## config.mk

```make
export PLATFORM = sky130hd
export DESIGN_NAME = dmem_sram_bridge_flat
export DESIGN_NICKNAME = d
export VERILOG_FILES = /design/src/rtl/dmem_sram_bridge_if.sv /design/src/rtl/dmem_sram_bridge.sv /design/src/flat_wrapper.sv
export SDC_FILE = /design/constraint.sdc
export NUM_CORES = 1
export LEC_CHECK = 0
export CAP_MARGIN = 20
export CORE_AREA = 2 2 96 98
export CTS_BUF_LIST = sky130_fd_sc_hd__clkbuf_8
export DETAILED_ROUTE_END_ITERATION = 10
export DIE_AREA = 0 0 98 100
export DONT_BUFFER_PORTS = 1
export SKIP_CTS_REPAIR_TIMING = 1
export SYNTH_ARGS = -nofsm -noshare
export SYNTH_HDL_FRONTEND = slang
export SYNTH_SLANG_ARGS = --single-unit
```

## constraint.sdc

```tcl
create_clock -name clk -period 10.7 [get_ports clk]
set_clock_uncertainty 0.05 [all_clocks]
set_input_delay 3.21 -clock clk [delete_from_list [all_inputs] [get_ports clk]]
set_output_delay 3.21 -clock clk [all_outputs]
set_load 0.05 [all_outputs]
```

## src/rtl/dmem_sram_bridge_if.sv

```systemverilog
`default_nettype none
// ============================================================================
//  Module      : dmem_sram_bridge_if
//  Description : SRAM-like single-outstanding request/ack bus between the
//                memory-stage bridge (master) and the data SRAM (slave).
//                Signal map to the bridge bus names:
//                  req=bus_req_o  wr=bus_wr_o  be=bus_be_o  addr=bus_addr_o
//                  wdata=bus_wdata_o  addr_ok=bus_addr_ok_i
//                  data_ok=bus_data_ok_i  rdata=bus_rdata_i
//  Revision    : 1.0 - initial release
// ============================================================================
interface dmem_sram_bridge_if;
    logic        req;
    logic        wr;
    logic [3:0]  be;
    logic [31:0] addr;
    logic [31:0] wdata;
    logic        addr_ok;
    logic        data_ok;
    logic [31:0] rdata;

    modport master (
        output req, wr, be, addr, wdata,
        input  addr_ok, data_ok, rdata
    );

    modport slave (
        input  req, wr, be, addr, wdata,
        output addr_ok, data_ok, rdata
    );
endinterface
`default_nettype wire

```

## src/rtl/dmem_sram_bridge.sv

```systemverilog
`default_nettype none
// ============================================================================
//  Module      : dmem_sram_bridge
//  Description : Memory-stage data-access bridge. Turns the M-stage access
//                into one transaction on an SRAM-like req/addr_ok/data_ok bus,
//                stalls the pipeline while it is in flight and returns the
//                full load word. Optional macro DMEM_PERF_CNT_EN adds stall
//                and access performance counters.
//  Revision    : 1.0 - initial release
// ============================================================================
module dmem_sram_bridge #(
    parameter int          ADDR_MAP    = 1,
    parameter logic [31:0] RESET_RDATA = 32'h0000_0000
) (
    input  wire logic              clk,
    input  wire logic              rst,
    input  wire logic              mem_en_i,
    input  wire logic [3:0]        mem_wen_i,
    input  wire logic [31:0]       mem_addr_i,
    input  wire logic [31:0]       mem_wdata_i,
    output logic [31:0]            mem_rdata_o,
    output logic                   mem_stall_o,
    dmem_sram_bridge_if.master     bus
`ifdef DMEM_PERF_CNT_EN
    ,
    output logic [31:0]            perf_stall_cnt_o,
    output logic [31:0]            perf_acc_cnt_o
`endif
);

    localparam logic [1:0] S_IDLE = 2'd0;
    localparam logic [1:0] S_REQ  = 2'd1;
    localparam logic [1:0] S_WAIT = 2'd2;
    localparam logic [1:0] S_DONE = 2'd3;

    logic [1:0]  state_q, state_d;
    logic        wr_q;
    logic [3:0]  be_q;
    logic [31:0] addr_q;
    logic [31:0] wdata_q;
    logic [31:0] rdata_q;
    logic        capture;
    logic        launch;
    logic [31:0] mapped_addr;

    // A new access is only accepted from IDLE; later mem_en_i changes are ignored
    assign launch = (state_q == S_IDLE) && mem_en_i;

    // Next-state logic; capture marks the cycle the slave completes the data phase
    always_comb begin
        state_d = state_q;
        capture = 1'b0;
        case (state_q)
            S_IDLE: begin
                if (mem_en_i) state_d = S_REQ;
            end
            S_REQ: begin
                // data_ok without addr_ok cannot belong to this request
                if (bus.addr_ok) begin
                    if (bus.data_ok) begin
                        state_d = S_DONE;
                        capture = 1'b1;
                    end else begin
                        state_d = S_WAIT;
                    end
                end
            end
            S_WAIT: begin
                if (bus.data_ok) begin
                    state_d = S_DONE;
                    capture = 1'b1;
                end
            end
            default: state_d = S_IDLE;
        endcase
    end

    // State register
    always_ff @(posedge clk or posedge rst) begin
        if (rst) state_q <= S_IDLE;
        else     state_q <= state_d;
    end

    // Latch the request fields once at launch so they stay stable on the bus
    always_ff @(posedge clk or posedge rst) begin
        if (rst) begin
            wr_q    <= 1'b0;
            be_q    <= 4'b0000;
            addr_q  <= 32'h0000_0000;
            wdata_q <= 32'h0000_0000;
        end else if (launch) begin
            wr_q    <= |mem_wen_i;
            be_q    <= (|mem_wen_i) ? mem_wen_i : 4'b1111;
            addr_q  <= mem_addr_i;
            wdata_q <= mem_wdata_i;
        end
    end

    // Load word register; only reads update it, so it holds between loads
    always_ff @(posedge clk or posedge rst) begin
        if (rst)                   rdata_q <= RESET_RDATA;
        else if (capture && !wr_q) rdata_q <= bus.rdata;
    end

    // Physical address: kseg0/kseg1 fold onto low memory, others pass through
    generate
        if (ADDR_MAP != 0) begin : g_addr_map
            always_comb begin
                mapped_addr = {addr_q[31:2], 2'b00};
                if (addr_q[31:29] == 3'b100 || addr_q[31:29] == 3'b101)
                    mapped_addr[31:29] = 3'b000;
            end
        end else begin : g_addr_pass
            assign mapped_addr = {addr_q[31:2], 2'b00};
        end
    endgenerate

    assign bus.req     = (state_q == S_REQ);
    assign bus.wr      = wr_q;
    assign bus.be      = be_q;
    assign bus.addr    = mapped_addr;
    assign bus.wdata   = wdata_q;
    assign mem_rdata_o = rdata_q;

    // DONE is the release cycle: the pipeline advances at its closing edge
    assign mem_stall_o = mem_en_i && (state_q != S_DONE);

`ifdef DMEM_PERF_CNT_EN
    logic [31:0] stall_cnt_q;
    logic [31:0] acc_cnt_q;

    // Stall-cycle and completed-access counters, free-running with wrap
    always_ff @(posedge clk or posedge rst) begin
        if (rst) begin
            stall_cnt_q <= 32'h0000_0000;
            acc_cnt_q   <= 32'h0000_0000;
        end else begin
            if (mem_stall_o)
                stall_cnt_q <= stall_cnt_q + 32'd1;
            if (state_d == S_DONE && state_q != S_DONE)
                acc_cnt_q <= acc_cnt_q + 32'd1;
        end
    end

    assign perf_stall_cnt_o = stall_cnt_q;
    assign perf_acc_cnt_o   = acc_cnt_q;
`endif

endmodule
`default_nettype wire
```

## src/flat_wrapper.sv

```systemverilog
// flat-port wrapper written by rule: the top's interface ports become plain ports
module dmem_sram_bridge_flat 
#(
    parameter int          ADDR_MAP    = 1,
    parameter logic [31:0] RESET_RDATA = 32'h0000_0000
)
  (clk, rst, mem_en_i, mem_wen_i, mem_addr_i, mem_wdata_i, mem_rdata_o, mem_stall_o, bus_req, bus_wr, bus_be, bus_addr, bus_wdata, bus_addr_ok, bus_data_ok, bus_rdata);
  dmem_sram_bridge_if bus_i ();
  input  wire logic clk;
  input  wire logic rst;
  input  wire logic mem_en_i;
  input  wire logic [3:0] mem_wen_i;
  input  wire logic [31:0] mem_addr_i;
  input  wire logic [31:0] mem_wdata_i;
  output logic [31:0] mem_rdata_o;
  output logic mem_stall_o;
  output wire logic [$bits(bus_i.req)-1:0] bus_req;
  output wire logic [$bits(bus_i.wr)-1:0] bus_wr;
  output wire logic [$bits(bus_i.be)-1:0] bus_be;
  output wire logic [$bits(bus_i.addr)-1:0] bus_addr;
  output wire logic [$bits(bus_i.wdata)-1:0] bus_wdata;
  input wire logic [$bits(bus_i.addr_ok)-1:0] bus_addr_ok;
  input wire logic [$bits(bus_i.data_ok)-1:0] bus_data_ok;
  input wire logic [$bits(bus_i.rdata)-1:0] bus_rdata;
  assign bus_req = bus_i.req;
  assign bus_wr = bus_i.wr;
  assign bus_be = bus_i.be;
  assign bus_addr = bus_i.addr;
  assign bus_wdata = bus_i.wdata;
  assign bus_i.addr_ok = bus_addr_ok;
  assign bus_i.data_ok = bus_data_ok;
  assign bus_i.rdata = bus_rdata;
  dmem_sram_bridge #(.ADDR_MAP(ADDR_MAP), .RESET_RDATA(RESET_RDATA)) u_core (.clk(clk), .rst(rst), .mem_en_i(mem_en_i), .mem_wen_i(mem_wen_i), .mem_addr_i(mem_addr_i), .mem_wdata_i(mem_wdata_i), .mem_rdata_o(mem_rdata_o), .mem_stall_o(mem_stall_o), .bus(bus_i));
endmodule
```

==> Word level (Yosys, flattened, before mapping) <==
Cells that the tools add are included.
{ "classes": {"n_eq_ne": 8, "muxes": 10, "reduce_logical": 8} }
{ "op_table": {"columns": ["cell", "n"], "rows": [
  ["$eq A3 B3 Y1 const B", 2],
  ["$mux W2", 3],
  ["$ne A2 B2 Y1 const B", 3],
  ["$pmux W2 S3", 1],
  ["$mux W4", 1],
  ["$reduce_or A4 Y1", 1],
  ["$logic_and A1 B1 Y1", 3],
  ["$mux W1", 3],
  ["$mux W3", 1],
  ["$reduce_and A3 Y1", 1],
  ["$eq A2 B1 Y1 const B", 1],
  ["$eq A2 B2 Y1 const B", 1],
  ["$logic_not A2 Y1", 1],
  ["$ne A2 B1 Y1 const B", 1],
  ["$pmux W1 S2", 1],
  ["$logic_not A1 Y1", 1],
  ["$logic_or A1 B1 Y1", 1]
]} }
{ "totals": {"register_bits": 103, "input_bits": 105, "output_inout_bits": 103, "elab_cells": 32} }

==> Longest topological paths before layout <==
{ "depth": {"word_depth": 4, "mapped_depth": 6, "ltp_nobuf": 5} }

==> Least setup slack after synthesis <==
OpenSTA, ideal clock, no wires.
{ "synth_timing": {"kind": "input -> output", "start": "input port mem_en_i", "end": "output port mem_stall_o", "arrival_time_ns": 3.900, "required_time_ns": 7.440, "setup_slack_ns": 3.540, "path_stages": 2, "n_path_buf": 0, "cell_sequence": "inv_1 nor2_1"} }
{ "synth_between": {"elab_chain_cells": 1} }
{ "synth_lines": {"columns": ["item", "line_no", "text"], "rows": [
  ["start, declared", "flat_wrapper.sv:11", "input wire logic mem_en_i;"],
  ["$logic_and A1 B1 Y1", "dmem_sram_bridge.sv:126", "assign mem_stall_o = mem_en_i && (state_q != S_DONE);"],
  ["end, declared", "flat_wrapper.sv:16", "output logic mem_stall_o;"]
]} }
No other way between the ends.

==> Worst setup path in the final report <==
Same ends and word-level chain as after synthesis.

==> reports/qor.csv <==
stage;metric;value;unit
floorplanning;die_x;98;µm
placed_design;place.gp.congestion;0.743;
global_routing;grt_pass1_vias;2098;
finish;nets;368;
timing;post-route-period-util;0.671;
logic_synthesis;syn_avg_cell_area;15.2;µm²
clock_network;numCtsBuffers;9;
drt;dr.pass1.iters;4;
logic_synthesis;ys_ff_latch;101;
placed_design;io_buffers;0;
drt;wire_per_inst;19.5;µm
run;maxCapViolCount;0;
clock_network;clkTransAtPathRegs;0.09;ns
placed_design;dpl-instance-area;4170;µm²
timing;worstMarginPinSlew;1.05;ns
global_routing;met1_usage;0.165;
timing;finalSetupViolCount;0;
global_routing;grt_util_met3;0.0682;
timing;hold_viol_final;0;
worst_setup_path;worstSetupPathType;input port to primary output;
logic_synthesis;synth_edf_count;0;
drt;via_count;1979;
drt;via_per_inst;5.32;
drt;postRouteAntennaNets;0;
min_path;hp-class;flop to flop;
worst_setup_path;crit_chain;inv_1, nor2_1;
global_routing;antenna_found_initial;0;
global_routing;use_met2;0.246;
logic_synthesis;synth_async_sr_flop_share;1.00;
drt;wl;7240;µm
floorplanning;design.core.area;8890;µm²
placed_design;placed_cells;356;
worst_setup_path;path_max_fanout;2;
logic_synthesis;ys_seq_area_frac;0.590;
clock_network;cts_tree;done;
finish;layout_common_cells;dfrtp_1 (101), mux2_2 (66), mux2_4 (30), clkbuf_8 (11);
floorplanning;die_height;100;µm
worst_setup_path;worstPathRequired;7.44;ns
logic_synthesis;synthFlopType;dfrtp_1;
clock_network;cts.sinks;101;
logic_synthesis;synthesis.area;4280;µm²
floorplanning;initial_utilization;0.482;
finish;drive_gt1_frac;0.452;
floorplanning;rows;35;
timing;layout_min_cycle_time;7.18;ns
floorplanning;die_area;9800;µm²
worst_setup_path;cp-end-kind;primary output;
floorplanning;io_pins;208;
finish;n_antenna_cell;0;
global_routing;grt_overflow;0;
clock_network;clk_latency;0.35;ns
worst_setup_path;arrival;3.92;ns
global_routing;grt_first_pass_wirelength;11300;µm
global_routing;grt_max_degree;63;
global_routing;gr-max-usage-layer;met2;
timing;fmax;0.139;GHz
outcome;status;completed;
logic_synthesis;synth_warnings;0;
drt;drt_iter0_drc;55;
global_routing;grt_usage;0.147;
finish;final_cell_area;4350;µm²
worst_setup_path;start_kind;input port;
finish;synthToLayoutAreaGrowth;1.61;%
clock_network;cts_buffer_depth;2;
finish;fin_cells;372;
logic_synthesis;syn_inst;281;
timing;slew_viol_final;0;
timing;final.setup.tns;0;ns
placed_design;dp_hpwl;5130;µm
clock_network;cts-root-buf;clkbuf_8;
logic_synthesis;ys_types;21;
worst_setup_path;crit_family;simple AND/OR/NAND/NOR gates;
drt;post-route-drc-count;0;
finish;mostFrequentLayoutCell;dfrtp_1;
worst_setup_path;critPathMaxStageDelay;0.68;ns
timing;rsz0062_at_grt;no;
clock_network;htree_levels;3;
worst_setup_path;worst-path-buf-inv;1;
timing;maxSlewHeadroom;0.299;
worst_setup_path;cp_slowest_cell;nor2_1;
[worst paths after layout]
kind / start / to / slack, ns / depth (start not counted)
max in group asynchronous: rst / u_core.addr_q[11] / 6.78 / 2
worst max-delay path: mem_en_i / mem_stall_o / 3.52 / 2
worst min register to register: u_core.addr_q[29] / u_core.addr_q[29] / 0.47 / 1
min in group asynchronous: rst / u_core.bus.wdata[30] / 2.73 / 1
worst max register to register: u_core.state_q[1] / u_core.mem_rdata_o[13] / 8.05 / 6
worst min-delay path: u_core.addr_q[29] / u_core.addr_q[29] / 0.47 / 1
[per-stage QoR]
stage	hold WS, ns	utilization	worst slack [ns]
2_1_floorplan	0.423	-	3.54
3_3_place_gp	0.445	0.469	3.52
3_5_place_dp	0.451	0.469	3.51
4_1_cts	0.472	0.490	3.51
5_1_grt	0.496	0.490	3.49
6_report	0.469	0.490	3.52
[area by class of cell]
| class | count | area, µm² |
|---|---|---|
| clock buffers | 11 | 151 |
| clock inverters | 5 | 36.3 |
| fillers | 768 | 4540 |
| inverters | 7 | 28.8 |
| multi-input cells | 134 | 1450 |
| flip-flops and latches | 101 | 2530 |
| well taps | 111 | 139 |
| repair buffers | 3 | 22.5 |
[registers in the layout, indices dropped and copies added (netlist names)]
signal and flops:
u_core.state_q 2, u_core.mem_rdata_o 32, u_core.bus.be 4, u_core.bus.wr 1, u_core.addr_q 30, u_core.bus.wdata 32
[per-layer routing]
layer,part of all wire,vias up
li1,-,870
met1,0.36,1006
met2,0.54,95
met3,0.084,8
met4,0.015,0
met5,0,-
[worst reg2reg max path: stages, from the launching register on]
cell     delay (ns)
dfrtp_1        0.45
inv_1          0.13
ha_1           0.54
a21oi_2        0.14
nor3_4         0.32
buf_4          0.52
mux2_2         0.40
[synthesized netlist by cell type, types with 2 or more instances]
cell,n,share of area
mux2_4,30,0.11
buf_6,3,0.0079
nor3_1,4,0.0047
clkbuf_1,2,0.0018
ha_1,7,0.020
nor2_1,6,0.0053
inv_1,7,0.0061
dfrtp_1,101,0.59
o21ai_0,5,0.0058
buf_2,6,0.0070
mux2_2,66,0.17
nand2_1,7,0.0061
buf_4,29,0.051
[cell families after synthesis]
group,Yosys count,share of synthesized area
AND/OR/NAND/NOR,20,0.0228
multiplexers,96,0.279
buffers and inverters,47,0.0736
AO/OA/AOI/OAI,9,0.0137
flip-flops,101,0.590
other,1,0.000875
adder cells (fa/ha/maj),7,0.0204
Power is left out: the tool's default activity adds up to more than one toggle a clock period on the data nets, which glitch-free logic cannot reach.
